[src/rtl/ecb_decrypt_sequencer.sv]
// ecb_decrypt_sequencer
// Feeds ciphertext blocks from a small FIFO into the ECB decryption core one at a
// time, captures each plaintext result and presents it on a valid/ready output.
// The core has no reset, so after rst the sequencer waits in DRAIN until the core
// reports idle and ignores any ready pulse that belongs to a block issued before rst.
module ecb_decrypt_sequencer #(
   parameter int DATA_WIDTH  = 128,
   parameter int FIFO_DEPTH  = 4,
   parameter int TIMEOUT_CYC = 4096
) (
   input  logic                  clk,
   input  logic                  rst,
   input  logic [DATA_WIDTH-1:0] key_in,
   input  logic                  key_load,
   input  logic [DATA_WIDTH-1:0] in_data,
   input  logic                  in_valid,
   output logic                  in_ready,
   output logic [DATA_WIDTH-1:0] out_data,
   output logic                  out_valid,
   input  logic                  out_ready,
   output logic                  dec_start,
   output logic [DATA_WIDTH-1:0] dec_ciphertext,
   output logic [DATA_WIDTH-1:0] dec_key,
   input  logic [DATA_WIDTH-1:0] dec_plaintext,
   input  logic                  dec_active,
   input  logic                  dec_ready,
   output logic                  busy,
   output logic [15:0]           blk_count,
   output logic                  err_timeout,
   output logic                  err_key_busy
);

   localparam int PW = (FIFO_DEPTH > 1) ? $clog2(FIFO_DEPTH) : 1;
   localparam int CW = PW + 1;
   localparam int WW = $clog2(TIMEOUT_CYC) + 1;

   typedef enum logic [2:0] {
      S_DRAIN,
      S_IDLE,
      S_ISSUE,
      S_WAIT,
      S_OUT
   } state_t;

   state_t                state_q;
   logic [DATA_WIDTH-1:0] fifo_mem_q [FIFO_DEPTH];
   logic [PW-1:0]         wr_ptr_q, wr_ptr_d;
   logic [PW-1:0]         rd_ptr_q, rd_ptr_d;
   logic [CW-1:0]         count_q, count_d;
   logic                  full, empty, push, pop;

   logic                  dec_start_q;
   logic [DATA_WIDTH-1:0] dec_ct_q;
   logic [DATA_WIDTH-1:0] key_q;
   logic [DATA_WIDTH-1:0] out_data_q;
   logic                  out_valid_q;
   logic [15:0]           blk_count_q;
   logic [WW-1:0]         wdog_q;
   logic                  err_timeout_q;
   logic                  err_key_busy_q;

   assign full     = (count_q == CW'(FIFO_DEPTH));
   assign empty    = (count_q == '0);
   assign in_ready = !rst && !full;
   // A push is only taken when not full, even if ISSUE frees an entry this cycle.
   assign push     = in_valid && in_ready;
   // ISSUE is only ever entered with a non-empty FIFO, so this pop never underflows.
   assign pop      = (state_q == S_ISSUE);

   // FIFO pointer and occupancy next-state
   always_comb begin
      wr_ptr_d = push ? wr_ptr_q + PW'(1) : wr_ptr_q;
      rd_ptr_d = pop  ? rd_ptr_q + PW'(1) : rd_ptr_q;
      count_d  = count_q + CW'(push) - CW'(pop);
   end

   // FIFO pointers and occupancy; reset flushes any queued blocks
   always_ff @(posedge clk) begin
      if (rst) begin
         wr_ptr_q <= '0;
         rd_ptr_q <= '0;
         count_q  <= '0;
      end else begin
         wr_ptr_q <= wr_ptr_d;
         rd_ptr_q <= rd_ptr_d;
         count_q  <= count_d;
      end
   end

   // FIFO storage, data only
   always_ff @(posedge clk) begin
      if (push) begin
         fifo_mem_q[wr_ptr_q] <= in_data;
      end
   end

   // Sequencer FSM with key register, watchdog, output register and status
   always_ff @(posedge clk) begin
      if (rst) begin
         state_q        <= S_DRAIN;
         dec_start_q    <= 1'b0;
         dec_ct_q       <= '0;
         key_q          <= '0;
         out_data_q     <= '0;
         out_valid_q    <= 1'b0;
         blk_count_q    <= '0;
         wdog_q         <= '0;
         err_timeout_q  <= 1'b0;
         err_key_busy_q <= 1'b0;
      end else begin
         // The key may only change while nothing is queued or in flight.
         if (key_load) begin
            if (state_q == S_IDLE && empty) begin
               key_q <= key_in;
            end else begin
               err_key_busy_q <= 1'b1;
            end
         end
         dec_start_q <= 1'b0;
         case (state_q)
            S_DRAIN: begin
               // Ready pulses seen here belong to a block issued before rst.
               if (!dec_active) begin
                  state_q <= S_IDLE;
               end
            end
            S_IDLE: begin
               if (!empty && !out_valid_q) begin
                  state_q <= S_ISSUE;
               end
            end
            S_ISSUE: begin
               dec_ct_q    <= fifo_mem_q[rd_ptr_q];
               dec_start_q <= 1'b1;
               wdog_q      <= '0;
               state_q     <= S_WAIT;
            end
            S_WAIT: begin
               wdog_q <= wdog_q + WW'(1);
               if (dec_ready) begin
                  out_data_q  <= dec_plaintext;
                  out_valid_q <= 1'b1;
                  state_q     <= S_OUT;
               end else if (wdog_q == WW'(TIMEOUT_CYC - 1)) begin
                  // Give up on this block; the core may still be running, so drain.
                  err_timeout_q <= 1'b1;
                  state_q       <= S_DRAIN;
               end
            end
            S_OUT: begin
               if (out_ready) begin
                  out_valid_q <= 1'b0;
                  blk_count_q <= blk_count_q + 16'd1;
                  state_q     <= S_IDLE;
               end
            end
            default: state_q <= S_DRAIN;
         endcase
      end
   end

   assign dec_start      = dec_start_q;
   assign dec_ciphertext = dec_ct_q;
   assign dec_key        = key_q;
   assign out_data       = out_data_q;
   assign out_valid      = out_valid_q;
   assign blk_count      = blk_count_q;
   assign err_timeout    = err_timeout_q;
   assign err_key_busy   = err_key_busy_q;
   assign busy           = (state_q != S_IDLE && state_q != S_DRAIN) || !empty || out_valid_q;

endmodule

[config.mk]
export PLATFORM = sky130hd
export DESIGN_NAME = ecb_decrypt_sequencer
export DESIGN_NICKNAME = d
export VERILOG_FILES = /design/src/rtl/ecb_decrypt_sequencer.sv
export SDC_FILE = /design/constraint.sdc
export NUM_CORES = 1
export LEC_CHECK = 0
export CORE_AREA = 2 2 311 313
export CTS_CLUSTER_SIZE = 40
export DETAILED_ROUTE_END_ITERATION = 8
export DIE_AREA = 0 0 313 315
export SYNTH_ARGS = -nofsm -noshare
export SYNTH_HDL_FRONTEND = slang
export SYNTH_SLANG_ARGS = --single-unit
[constraint.sdc]
create_clock -name clk -period 9.6 [get_ports clk]
set_input_delay 2.88 -clock clk [delete_from_list [all_inputs] [get_ports clk]]
set_output_delay 2.88 -clock clk [all_outputs]
set_load 0.02 [all_outputs]
Yosys cells after proc, flatten, opt, wreduce, memory -nomap -nowiden
Memory sizes are Yosys's and may differ from the RTL's. A register that Yosys moved wholly into a read port is not among the register bits.
Cells that the tools add are included.
{"block": "totals", "latch_bits": 0, "out_inout_bits": 406, "mem_bits_ro": 0, "mem_count": 1, "register_bits": 299, "ramBits": 512, "word_cells": 69}
{"block": "op_classes", "n_eq_ne": 12, "n_addsub": 6, "n_mul": 0, "bitwise": 2, "muxes": 13, "div_mod_pow": 0, "reduce_logical": 23, "order_cmp": 0, "n_shift": 0}
{"memory": "fifo_mem_q", "words": 4, "word_bits": 128, "read_ports": 1, "rd_ports_with_merged_regs": 1, "wr": 1, "line": "46", "source": "logic [DATA_WIDTH-1:0] fifo_mem_q [FIFO_DEPTH];"}
{"op": "case mux 13 bit (2 select lines)", "n": 1}
{"op": "adder 16 x 1 -> 16 bit, second input constant", "n": 1}
{"op": "two-way mux 3 bit", "n": 5}
{"op": "case mux 3 bit (5 select lines)", "n": 1}
{"op": "adder 13 x 1 -> 13 bit, second input constant", "n": 1}
{"op": "equality test 13 x 12 -> 1 bit, second input constant", "n": 1}
{"op": "AND reduction 2 bit", "n": 4}
{"op": "equality test 3 x 2 -> 1 bit, second input constant", "n": 2}
{"op": "equality test 3 bit, second input constant", "n": 2}
{"op": "zero test 3 bit", "n": 2}
{"op": "inequality test 2 bit, second input constant", "n": 3}
{"op": "AND reduction 3 bit", "n": 2}
{"op": "logical AND 1 bit", "n": 5}
{"op": "two-way mux 1 bit", "n": 5}
{"op": "adder 2 x 1 -> 2 bit, second input constant", "n": 2}
{"op": "zero test 1 bit", "n": 4}
{"op": "AND reduction 4 bit", "n": 1}
{"op": "nonzero test 2 bit", "n": 2}
{"op": "adder 3 x 1 -> 3 bit", "n": 1}
{"op": "equality test 3 x 1 -> 1 bit, second input constant", "n": 1}
{"op": "inequality test 3 x 1 -> 1 bit, second input constant", "n": 1}
{"op": "inequality test 3 bit, second input constant", "n": 1}
{"op": "nonzero test 3 bit", "n": 1}
{"op": "subtractor 3 x 1 -> 3 bit", "n": 1}
{"op": "4 further kinds", "n": 6}

Longest topological paths before layout
{"block": "depth", "word_depth": 6, "ltp_mapped": 12, "depth_no_buf": 11}

Worst setup path after synthesis
No wires, ideal clock.
{"block": "synth_path", "kind": "input to register", "from": "input rst", "to": "memory fifo_mem_q[0][0] (enable)", "path_buffers": 1, "cell_stages": 3, "required_time_ns": 9.098, "t_arrival_ns": 6.379, "path_slack_ns": 2.719, "path_cell_list": "clkbuf_1 -> a211oi_2 -> and2_1"}
{"block": "synth_between", "elab_chain_cells": 5}
{"element": "start, declared", "line": "12", "source": "input logic rst,"}
{"element": "zero test 1 bit", "line": "64", "source": "assign in_ready = !rst && !full;"}
{"element": "logical AND 1 bit", "line": "64"}
{"element": "logical AND 1 bit", "line": "66", "source": "assign push = in_valid && in_ready;"}
{"element": "two-way mux 1 bit", "line": "92", "source": "if (push) begin"}
{"element": "two-way mux 1 bit (not written as such)", "line": "93", "source": "fifo_mem_q[wr_ptr_q] <= in_data;"}
{"element": "end, declared", "line": "46"}
No other way between the ends.

Worst setup path in the final report
{"block": "layout_path", "from": "input rst", "to": "output in_ready"}
{"block": "layout_between", "elab_chain_cells": 2}
{"element": "zero test 1 bit", "line": "64"}
{"element": "logical AND 1 bit", "line": "64"}
{"element": "end, declared", "line": "17", "source": "output logic in_ready,"}
No other way between the ends.

==> results.toml <==
[outcome]
outcome = "complete, no violations"

[worst_hold_path]
holdCritStartpoint = "dec_key[66]"
worstHoldPathType = "register to register"

[setup_path]
worstPathMaxFanout = 49
cp-end-kind = "output port"
critPathSlowestCell = "clkdlybuf4s50_1"
critPathBufInv = 2
criticalPathCategory = "input pin to output port"
crit_family = "buffers and inverters"
crit_required_ns = 6.72
critical-path-max-stage-delay_ns = 0.67
cp-start-kind = "input pin"
r2r_slack_ns = 6.40
cp-startpoint = "rst"
critPathArrivalTime_ns = 4.13
crit_chain = "buf_8 > a21oi_1 > clkdlybuf4s50_1"
r2r-start = "count_q[1]"

[global_route]
grt_usage_pct = 21.0
overflow = 0
grt_pass1_wl_um = 153000
grt_max_degree = 103
grt_pass1_vias = 22300
antenna_found_initial = 24

[floorplan]
initial_utilization_pct = 35.2
coreArea_um2 = 95700
fp.dieW_um = 313
row_count = 114
die_area_um2 = 98600
io_pins = 797
dieHeight_um = 315

[yosys]
yosysWarnings = 0
synth.avg_cell_area_um2 = 13.1
syn_area_um2 = 33700
synth_seq_cells = 939
synth_area_leaders = "edfxtp_1 46%, dfxtp_1 25%, nand2_1 8.7%, mux4_2 8.5%, a21oi_1 6.1%"
synth-main-ff-cell = "edfxtp_1"
synth_edf_count = 512
yosys.cell_count.top_type = "nand2_1"
netlist_instances = 2583
async_flop_share_pct = 0
synth_top_area_share_pct = 45.6
synth.distinct_cells = 55
synth_fp_nets = 2983
yosys-top-cells-count = "786 x nand2_1, 512 x edfxtp_1, 427 x dfxtp_1, 408 x a21oi_1, 128 x mux4_2"
synth_top_cell_by_area = "edfxtp_1"
ys_seq_area_share_pct = 70.9

[power]
ir_worst_vdd_uv = 163
powerDensity_nw_per_um2 = 207
power_leakage_nw = 14.7

[cts]
clk_pin_slew_worst_paths_ns = 0.06
ctsResizeCount = 0
numClockSinks = 939
cts-buffers-inserted = 102
clk_latency_ns = 0.68
cts_max_level = 3
cts_setup_buffers = 0
cts-root-buf = "clkbuf_16"
cts_hold_buffers = 0
tritoncts = "yes"
cts_max_path_buffers = 3

[placed_design]
gp_congestion = 0.887
io_buffers = 796
hpwl_um = 72700

[drt]
wl_um = 107000
initialDrtViolationCount = 1741
vias_per_cell = 4.87
wire_per_inst_um = 22.8
final_antenna_net_count = 0
drc = 0
drt-pass1-iter-count = 7
vias = 22900

[timing]
holdWs_ns = 0.452
rsz0062_at_grt = "false"
setup_violations = 0
skew_ns = 0.0197
finalSetupTns_ns = 0
fin_crit_sh_pct = 73.0
max_freq_mhz = 143
period_needed_ns = 7.01
tightest_slew_ns = 1.09
finalMaxSlewViolations = 0
slew_headroom_pct = 27.6
hold_violations = 0

[finish]
final_nets = 3742
area_growth_pct = 36.1
drive_gt1_share_pct = 9.61

[job]
drv_cap = 0
-- layer usage --
metal / global-route usage (%) / wire, um / up-vias
met1: 25.0 / 41700 / 11300
met4: 7.27 / 3110 / 26
met3: 6.31 / 8150 / 161
met2: 36.2 / 54100 / 710
met5: 0 / 172 / -
li1: - / - / 10700
-- flip-flops by register name (all words and copies together) (netlist names) --
| name | flops |
|---|---|
| rd_ptr_q | 2 |
| wdog_q | 13 |
| dec_key | 128 |
| fifo_mem_q | 512 |
| dec_start | 1 |
| out_data | 128 |
| dec_ciphertext | 128 |
| wr_ptr_q | 2 |
| state_q | 3 |
| err_timeout | 1 |
| out_valid | 1 |
| blk_count | 16 |
| count_q | 3 |
| err_key_busy | 1 |
-- path summary, 6_finish.rpt --
| kind | depth (start not counted) | endpoint |
|---|---|---|
| hold reg to reg | 2 | dec_key[66] |
| setup reg to reg | 4 | fifo_mem_q[2][77] |
| hold / removal | 2 | dec_key[66] |
| setup / recovery | 3 | in_ready |
-- power by group --
part	internal [W]	switching, W
registers	0.00445	0.000108
logic	0.000536	0.000637
clock network	0.00215	0.00162
total	0.00714	0.00237
-- cell families (layout without fill, tap and decap cells) --
logic type	after synthesis	in the layout	synth area share (%)
xor+xnor	14	14	0.364
simple gates	884	884	10.5
compound gates	431	431	6.53
flops	939	939	70.9
buf+inv	175	1017	2.70
mux	131	131	8.64
fa+ha+maj	9	9	0.356
other cells	0	4	0
-- area by class of cell --
class                   count  area [um2]
well taps                1276        1600
flip-flops and latches    939       23900
fillers                  8558       49800
repair buffers            823        8180
clock buffers             145        2880
diodes                      4        10.0
multi-input cells        1469        8930
clock inverters            42         349
inverters                   7        28.8
-- tightest hold or removal path, delay by kind of cell (launching register included) --
family / cells / cell delay, ns
simple gates: 1 / 0.05
flops: 1 / 0.30
compound gates: 1 / 0.05
-- layout by cell type, fill, tap and decap left out, drive strengths merged, types with 2 or more instances in the layout --
master / n
inv: 12
bufinv: 2
nor3: 5
and2: 7
clkbuf: 145
xor2: 9
mux2: 2
dfxtp: 427
nand3b: 3
clkinv: 31
or3: 6
o31ai: 2
nand2: 787
nor4: 4
or4: 3
a311oi: 2
nor3b: 2
xnor2: 5
edfxtp: 512
nand2b: 2
clkinvlp: 4
clkdlybuf4s50: 795
a21oi: 408
a211oi: 2
nand3: 11
ha: 8
nor2b: 3
o21ai: 11
nor2: 33
diode: 4
and3: 4
nand4: 7
mux4: 128
buf: 28
and4: 3
-- stage by stage --
stage	area [um2]	instances	setup slack, ns	utilization, %	total power [W]
after global routing	45900	4704	2.58	47.9	0.00988
after floorplan	33700	2583	2.72	-	0.00527
after global placement	42700	4514	2.60	44.6	0.00584
final	45900	4705	2.59	48.0	0.00950
after CTS	45900	4701	2.61	47.9	0.00964
after detailed placement	42700	4514	2.60	44.6	0.00585
Power figures use the tool's default switching activity.
==> variant 1 (same flow settings) <==
Change the parameter `TIMEOUT_CYC` from 4096 to 8192.
--- a/src/rtl/ecb_decrypt_sequencer.sv
+++ b/src/rtl/ecb_decrypt_sequencer.sv
@@ -8,3 +8,3 @@
    parameter int FIFO_DEPTH  = 4,
-   parameter int TIMEOUT_CYC = 4096
+   parameter int TIMEOUT_CYC = 8192
 ) (
Formal check against the unedited RTL: no difference found for any inputs over 4 cycles, from zero or initial values and one cycle with rst high; that may be too few to reach the edited logic, so the function may still have changed.
==> variant 1 against the unedited design <==
  * Routed wire length down 0.20%
  * Utilization up 0.32 points
  * Via count down 0.23%
  * Sequential cell count up 1
  * Global-route usage about the same
  * Synthesized area up 0.46%
  * Setup slack worse by 0.083 ns
  * Non-clock buffer count down 2
  * First-iteration DRC count down 8.4%
  * Cell area up 0.67%
  * Synthesized cell count up 0.43%
  * Hold slack about the same
  * Clock skew up 0.012 ns
  * Power up 0.98%
  * Critical endpoint unchanged
  * Largest cell class unchanged
  * Largest power group unchanged
==> variant 1: results (changes against the unedited design) <==
[sta]
worst_hold_slack_ns = 0.452  ; -0.000294 ns
tightestPinTransition_ns = 1.27  ; +0.186 ns

[place]
dp_hpwl_um = 72300  ; -0.56%
gp_congestion = 0.846  ; -4.7%
dp.cells = 4524  ; +0.22%

[global_routing]
use_met3_pct = 9.49  ; +3.2 points
antenna_found_initial = 44  ; +83%
grt_pass1_vias = 22400  ; +0.61%
grt_pass1_wl_um = 153000  ; about the same

[routing]
drt_pass1_iterations = 5  ; -2
vias_per_cell = 4.84  ; -0.67%
met1Wirelength_um = 41900  ; +0.43%
routedWlPerCell_um = 22.6  ; -0.64%
wl_met2_um = 50800  ; -6.0%
vias = 22900  ; -0.23%

[synth]
synth.distinct_cells = 53  ; -3.6%
synth_nets = 2994  ; +0.37%
synth-compound-area-share_pct = 6.53  ; about the same

[power]
leakage_nw = 14.8  ; +0.80%

[clock_tree]
cts_buffers = 100  ; -2.0%

[min_path]
whs_endpoint = out_data[43]
hp-start = out_data[43]

[status]
status = complete, no violations

[final_layout]
fin_nets = 3750  ; +0.21%
drive_gt1_share_pct = 10.5  ; +0.87 points

[setup_path]
reg2reg_slack_ns = 6.28  ; -0.12 ns
r2r_cells = 6  ; +2
r2r_start = state_q[1]
crit_arrival_ns = 4.21  ; +0.08 ns
cpPeakStageDelay_ns = 0.70  ; +0.03 ns

==> variant 1: cell count changes in the layout (fill, tap and decap cells not counted), sizes merged, moves of 4 or more <==
cell,change
nor2b,+5
bufinv,+4
nor2,+5
diode,+8
mux2,+4
clkbuf,-16
xnor2,+6
clkinv,+15
xor2,-5
a21oi,-4
o21ai,-7
==> variant 1: cell type report <==
cell class | count | area [um^2] | area share, %
Antenna cell | 12 | 30.0 | 0.0650
Clock buffer | 129 | 2770 | 6.00
Clock inverter | 61 | 576 | 1.25
Inverter | 11 | 46.3 | 0.100
Multi-Input combinational cell | 1476 | 9060 | 19.6
Sequential cell | 940 | 24000 | 51.8
Tap cell | 1276 | 1600 | 3.46
Timing Repair Buffer | 821 | 8170 | 17.7
==> variant 1: power by group <==
group	switching, mW	internal, mW
clock network	1.64	2.22
registers	0.0987	4.46
logic	0.636	0.542
total	2.38	7.22
==> variant 2 (same flow settings) <==
Without the edit above. Make the reset (`rst`) asynchronous in 2 clocked blocks.
--- a/src/rtl/ecb_decrypt_sequencer.sv
+++ b/src/rtl/ecb_decrypt_sequencer.sv
@@ -77,3 +77,3 @@
    // FIFO pointers and occupancy; reset flushes any queued blocks
-   always_ff @(posedge clk) begin
+   always_ff @(posedge clk or posedge rst) begin
       if (rst) begin
@@ -97,3 +97,3 @@
    // Sequencer FSM with key register, watchdog, output register and status
-   always_ff @(posedge clk) begin
+   always_ff @(posedge clk or posedge rst) begin
       if (rst) begin
Formal check against the unedited RTL: differs if rst is asserted again (counterexample within 4 cycles, from zero or initial values and one cycle with rst high); with rst held inactive, the same outputs for 4 cycles.
==> variant 2 against the unedited design <==
  * Setup slack lost 0.46 ns
  * Via count shrank 12%
  * Synthesized area grew 6.2%
  * Cell area grew 5.3%
  * Count of clock-buffer cells in the layout grew 16
  * Routed wire length shrank 1.3%
  * Sequential cell count is the same
Power is not compared: it rests on default switching activity, and its combinational part moved more than twofold at a synthesized area within 25%.
==> variant 2: results (changes against the unedited design) <==
[final_layout]
fin_nets = 3189  ; -15%
final_cells = 4169  ; -11%
drive_gt1_share_pct = 20.1  ; +10 points
fill_cells = 8007  ; -6.4%

[setup_path]
critPathMaxFanout = 6  ; -88%
crit_arrival_ns = 4.59  ; +0.46 ns
crit_slowest_cell = clkdlybuf4s50_1
r2r_start = state_q[0]
r2r_cells = 10  ; +6
reg2reg_slack_ns = 5.98  ; -0.42 ns
cpPeakStageDelay_ns = 0.84  ; +0.17 ns

[sta]
fin_skew_ns = 0.0211  ; +0.00141 ns
worst_hold_slack_ns = 0.460  ; +0.00757 ns
achievable-frequency_mhz = 134  ; -6.2%
tightestPinTransition_ns = 1.13  ; +0.0477 ns

[synth]
netlist_top_cells_count = edfxtp_1 (512), dfrtp_1 (427), nand2_1 (416)
synth_nets = 2359  ; -21%
yosys.area_share.adder_pct = 0.335  ; -0.021 points
synthTopCellsByArea = edfxtp_1 (43%), dfrtp_1 (30%), mux2_4 (9.1%)
async_flop_share_pct = 45.5  ; +45 points
synth.distinct_cells = 43  ; -22%
yosysSeqAreaShare_pct = 72.8  ; +1.8 points
synth_mux_area_share_pct = 18.6  ; +10 points

[place]
pre_cts_slack_ns = 2.14  ; -0.462 ns
dp.cells = 3964  ; -12%
gp_congestion = 0.886  ; -0.18%
placed_cell_area_um2 = 44900  ; +5.4%
dp_hpwl_um = 73800  ; +1.5%

[global_routing]
grt_max_degree = 72  ; -30%
antenna_found_initial = 54  ; +130%
grt_use_total_pct = 21.1  ; +0.14 points
grt_pass1_vias = 21200  ; -4.8%

[status]
status = complete, no violations

[clock_tree]
cts_buffers = 99  ; -2.9%
path_clk_slew_ns = 0.06  ; about the same
clockBufferDepth = 3  ; unchanged

[routing]
routedWlPerCell_um = 25.4  ; +11%
drt_pass1_iterations = 5  ; -2
drtIter0Drc = 1281  ; -26%

[min_path]
hp-start = err_key_busy
whs_endpoint = err_key_busy

-- variant 2: final cells by class --
| type | count | area (um^2) | area share (%) |
|---|---|---|---|
| sequential | 939 | 26100 | 54.0 |
| tap | 1276 | 1600 | 3.31 |
| clock buffer | 161 | 2990 | 6.20 |
| multi-input combinational | 913 | 9060 | 18.8 |
| antenna | 18 | 45.0 | 0.0932 |
| inverter | 15 | 62.6 | 0.130 |
| timing repair buffer | 821 | 8160 | 16.9 |
| clock inverter | 26 | 323 | 0.668 |
-- variant 2: routing by layer --
| metal | vias to the layer above | part of all wire (%) | track usage, % |
|---|---|---|---|
| li1 | 8870 | - | - |
| met1 | 10400 | 37 | 24.6 |
| met2 | 694 | 50 | 34.9 |
| met5 | - | 0.29 | 0 |
| met4 | 48 | 3.2 | 8.13 |
| met3 | 215 | 10 | 8.83 |
-- variant 2: report_power, final --
part / switching (mW) / total [mW] / internal, mW
clock network: 1.58 / 3.87 / 2.29
registers: 0.716 / 6.05 / 5.33
logic: 2.85 / 5.74 / 2.89
